File: src/rtl/arbiter_round_robin_held.sv
// Round-robin arbiter with grant hold: an owner keeps its grant while it
// requests, optionally preempted after HOLD_LIMIT consecutive cycles when
// another requester is waiting. All outputs come straight from flops.
module arbiter_round_robin_held #(
    parameter int unsigned WORD_WIDTH = 4,
    parameter int unsigned HOLD_LIMIT = 0,
    localparam int unsigned IDX_WIDTH = (WORD_WIDTH > 1) ? $clog2(WORD_WIDTH) : 1,
    localparam int unsigned CNT_WIDTH = ($clog2(HOLD_LIMIT + 1) > 1) ? $clog2(HOLD_LIMIT + 1) : 1
) (
    input  logic                  clock,
    input  logic                  clear_n,
    input  logic [WORD_WIDTH-1:0] requests,
    output logic [WORD_WIDTH-1:0] grant,
    output logic                  grant_valid,
    output logic [IDX_WIDTH-1:0]  grant_index,
    output logic                  preempt
);

    localparam logic [0:0] ST_IDLE  = 1'b0;
    localparam logic [0:0] ST_OWNED = 1'b1;

    localparam int unsigned         LIMIT_M1 = (HOLD_LIMIT > 0) ? HOLD_LIMIT - 1 : 0;
    localparam logic [IDX_WIDTH-1:0] LAST_IDX = IDX_WIDTH'(WORD_WIDTH - 1);
    localparam logic [CNT_WIDTH-1:0] CNT_TOP  = CNT_WIDTH'(LIMIT_M1);

    logic [0:0]            state_q, state_d;
    logic [WORD_WIDTH-1:0] grant_q, grant_d;
    logic [IDX_WIDTH-1:0]  ptr_q, ptr_d;
    logic [IDX_WIDTH-1:0]  idx_q, idx_d;
    logic [CNT_WIDTH-1:0]  cnt_q, cnt_d;
    logic                  preempt_q, preempt_d;

    logic [WORD_WIDTH-1:0] sel_c;
    logic [WORD_WIDTH-1:0] others_c;
    logic                  owner_req_c;
    logic                  take_c;

    // Lowest set bit of v as a one-hot vector (zero in, zero out).
    function automatic logic [WORD_WIDTH-1:0] lowest(input logic [WORD_WIDTH-1:0] v);
        logic [WORD_WIDTH-1:0] r;
        logic                  found;
        r     = '0;
        found = 1'b0;
        for (int unsigned i = 0; i < WORD_WIDTH; i++) begin
            if (v[i] && !found) begin
                r[i]  = 1'b1;
                found = 1'b1;
            end
        end
        return r;
    endfunction

    // Rotating priority: first request at or above p, else wrap to the bottom.
    function automatic logic [WORD_WIDTH-1:0] pick(input logic [WORD_WIDTH-1:0] req,
                                                   input logic [IDX_WIDTH-1:0]  p);
        logic [WORD_WIDTH-1:0] upper;
        upper = '0;
        for (int unsigned i = 0; i < WORD_WIDTH; i++) begin
            upper[i] = req[i] && (IDX_WIDTH'(i) >= p);
        end
        return (|upper) ? lowest(upper) : lowest(req);
    endfunction

    // Binary index of a one-hot vector.
    function automatic logic [IDX_WIDTH-1:0] to_index(input logic [WORD_WIDTH-1:0] oh);
        logic [IDX_WIDTH-1:0] r;
        r = '0;
        for (int unsigned i = 0; i < WORD_WIDTH; i++) begin
            if (oh[i]) r = r | IDX_WIDTH'(i);
        end
        return r;
    endfunction

    // Pointer moves one past the grantee, wrapping at the top requester.
    function automatic logic [IDX_WIDTH-1:0] next_ptr(input logic [IDX_WIDTH-1:0] idx);
        return (idx == LAST_IDX) ? '0 : idx + IDX_WIDTH'(1);
    endfunction

    // Next-state logic: arbitrate when idle/released, count or preempt when owned.
    always_comb begin
        state_d     = state_q;
        grant_d     = grant_q;
        ptr_d       = ptr_q;
        idx_d       = idx_q;
        cnt_d       = cnt_q;
        preempt_d   = 1'b0;
        sel_c       = '0;
        take_c      = 1'b0;
        owner_req_c = |(requests & grant_q);
        others_c    = requests & ~grant_q;

        if (state_q == ST_IDLE || !owner_req_c) begin
            sel_c  = pick(requests, ptr_q);
            take_c = 1'b1;
            cnt_d  = '0;
        end else if (HOLD_LIMIT == 0) begin
            cnt_d = cnt_q;
        end else if (cnt_q < CNT_TOP) begin
            cnt_d = cnt_q + CNT_WIDTH'(1);
        end else begin
            cnt_d = '0;
            if (|others_c) begin
                sel_c     = pick(others_c, ptr_q);
                take_c    = 1'b1;
                preempt_d = 1'b1;
            end
        end

        if (take_c) begin
            grant_d = sel_c;
            if (|sel_c) begin
                idx_d   = to_index(sel_c);
                ptr_d   = next_ptr(idx_d);
                state_d = ST_OWNED;
            end else begin
                state_d = ST_IDLE;
            end
        end
    end

    // State and output registers.
    always_ff @(posedge clock or negedge clear_n) begin
        if (!clear_n) begin
            state_q   <= ST_IDLE;
            grant_q   <= '0;
            ptr_q     <= '0;
            idx_q     <= '0;
            cnt_q     <= '0;
            preempt_q <= 1'b0;
        end else begin
            state_q   <= state_d;
            grant_q   <= grant_d;
            ptr_q     <= ptr_d;
            idx_q     <= idx_d;
            cnt_q     <= cnt_d;
            preempt_q <= preempt_d;
        end
    end

    assign grant       = grant_q;
    assign grant_valid = (state_q == ST_OWNED);
    assign grant_index = idx_q;
    assign preempt     = preempt_q;

endmodule

File: config.mk
export PLATFORM = sky130hd
export DESIGN_NAME = arbiter_round_robin_held
export DESIGN_NICKNAME = d
export VERILOG_FILES = /design/src/rtl/arbiter_round_robin_held.sv
export SDC_FILE = /design/constraint.sdc
export NUM_CORES = 1
export LEC_CHECK = 0
export CORE_MARGIN = 2
export CORE_UTILIZATION = 48
export DETAILED_ROUTE_END_ITERATION = 16
export PLACE_DENSITY = 0.86
export SYNTH_ARGS = -nofsm -noshare
export SYNTH_HDL_FRONTEND = slang
export SYNTH_SLANG_ARGS = --single-unit
File: constraint.sdc
create_clock -name clock -period 1.36 [get_ports clock]
set_input_delay 0.136 -clock clock [delete_from_list [all_inputs] [get_ports clock]]
set_output_delay 0.136 -clock clock [all_outputs]
set_load 0.01 [all_outputs]
==> metrics <==
1st-iter DRT viols=26; fraction of layout cells with a size suffix above 1=37.50%; post-route worst setup slack=-0.009607 ns; Seq/Total Area, Yosys=33.27%; Util after Layout=78.94%; Die W=41.55 um; cell count after synthesis=80; core box area=1301 sq um; total power per unit cell area=2163 nW/um^2; die area=1726 sq um; Yosys reg bits=9; drt wl/cell=16.88 um; Fin Hold WS=0.1792 ns; CTS tree=built; nets@finish=119; leakage=0.5178 nW; Mapped Nets=86; maxcap violations=0; CTS root buffer=clkbuf_4; Hold-fix buffers, CTS=0; first-pass GRT wire length=3001 um; crit share post-route=100.7%; final RePlAce weighted congestion=0.9043; critical path arrival=1.52 ns; RSZ-0062 raised after global routing=true; crit path max fanout=10; Port Buffers=12; depth of the CTS H-tree=1; num rows=13; clk_lat worst skew=0.27 ns; RR Startpoint=ptr_q[0]; CTS Buffer Depth=2; violated checks=negative setup slack; final setup violation count=1; crit start category=flip-flop; fmax=730.1 MHz; grt total ovfl=0; DR pass1 iterations=4; Final Skew=0.001430 ns; CTS buffer count=3; via/cell ratio=5.787; Mean Syn Cell Area=8.461 sq um; P&R area growth vs syn=51.76%; Top Ports=14; largest net degree at the start of global routing=13; min Tclk post-route=1.370 ns; critical path class=flip-flop to flip-flop; setup_tns=-0.009607 ns; Post-DRT Antenna Nets=0; worst r2r path cells=6; Fin. Hold Viols=0; Ys Warns=0; total track usage=22.92%; initial antenna violation count=0; commonest non-fill, non-tap cell in the layout=buf_4; status=finished, violations left; filler cell count=91; Peak supply drop=1.369 mV; DRC=0; R2R Setup Slk=-0.01 ns; number of global-route vias before repair=646; routed wire length=2144 um; Die Ht=41.55 um; Synth Cell Area=676.9 sq um; clock sinks=9; pre-CTS setup slack=-0.2819 ns; DR vias=735; Req. time, crit path=1.51 ns; worst hold path class=input port to asynchronous set/reset pin; Post-DP HPWL=1259 um; n_diodes=0; post-synth cell types=31; most frequent cells in the layout=19 x buf_4, 9 x nand2_1, 9 x a21oi_1, 7 x o21ai_1, 7 x dfrtp_1; Critical Path Sink Type=flip-flop; reg2reg end=grant[0]; effective utilization at floorplan=52.02%; Slew Limit Fails=0; Clk pin slew, worst setup/hold paths=0.07 ns
-- cell usage after synthesis --
library cell   n  area [sq um]
nor2b_1        2         12.51
clkbuf_4       1         7.510
buf_4          3         22.52
a21oi_1        9         45.04
a21boi_0       1         7.510
a21o_1         3         22.52
o211ai_1       1         7.510
mux2i_1        1         10.01
nand3_1        2         10.01
o2bb2ai_1      1         8.760
nor2_4         1         11.26
o41ai_2        1         16.27
nor3b_1        1         7.510
o31ai_1        1         7.510
dfrtp_1        9         225.2
a211o_1        1         8.760
conb_1         1         3.750
o21ai_1        9         45.04
o22a_1         1         8.760
inv_2          1         3.750
and2_0         1         6.260
nor4_2         1         12.51
o21ai_0        2         10.01
a22oi_2        1         12.51
buf_6          4         45.04
nor2_1         5         18.77
buf_2          1         5.000
a21boi_2       1         11.26
nand2b_1       3         18.77
nand2_1       10         37.54
a22oi_1        1         7.510
-- cell families (layout without fill, tap and decap cells) --
family                 count (synthesis)  count (layout)  share of synthesized area [%]
muxes                                  1               1                          1.479
AOI/OAI and AO/OA                     33              33                          32.35
other                                  1               1                         0.5540
DFF                                    9               9                          33.27
buffers and inverters                 10              42                          12.38
and+or+nand+nor                       26              26                          19.96
-- registers in the layout, summed over array words and instances (netlist names) --
register     cells
grant            4
grant_index      2
ptr_q            2
grant_valid      1
-- worst max-delay path, stage by stage (launching register included) --
cell and delay (ns):
dfrtp_2 0.44, buf_12 0.16, nand2_1 0.10, buf_4 0.13, a21oi_1 0.07, o21ai_0 0.26
o21ai_1 0.10
-- cell type report --
type                       count  area (sq um)  area share [%]
inverter                       1         3.754          0.3654
timing repair buffer          37         349.1           33.98
multi-input combinational     61         401.6           39.10
sequential                     9         227.7           22.17
clock buffer                   4         26.28           2.558
tap                           15         18.77           1.827
-- report_power, final --
part           internal, mW  total (mW)  switching [mW]
Sequential            0.394       0.530           0.136
Clock                 0.114       0.227           0.113
Combinational         0.807        1.47           0.658
Total                  1.31        2.22           0.907
-- worst max path at each step --
stage | slack [ns] | to | start | cells past startpoint
after floorplan | 0.08 | grant_index[1] | grant[1] | 4
after global placement | -0.19 | grant_index[1] | requests[2] | 6
after detailed placement | -0.28 | grant_index[1] | requests[1] | 5
after CTS | -0.02 | grant_index[1] | grant[2] | 4
after global routing | -0.03 | ptr_q[0] | grant[2] | 4
final | -0.01 | grant[0] | ptr_q[0] | 6
-- what timing repair did --
item                       CTS  global route
setup buffers                0             8
resized for setup            5            19
pin swaps                    0             4
setup endpoints to repair    6             7
-- through the flow --
stage / total power [mW] / instance area (sq um) / instances
after floorplan: 1.249 / 676.9 / 80
after global placement: 1.633 / 863.3 / 115
after detailed placement: 1.680 / 863.3 / 115
after CTS: 1.926 / 900.9 / 119
after global routing: 2.357 / 1027 / 127
final: 2.222 / 1027 / 127
-- per-layer routing --
layer  share of wire (%)  GRT usage [%]  up-vias
li1                    -              -      347
met1                  38          29.00      340
met2                  53          37.50       44
met3                 8.1          5.652        4
met4                 1.4          8.387        0
met5                   0              0        -
No activity file was read; power rests on OpenSTA's default activity.
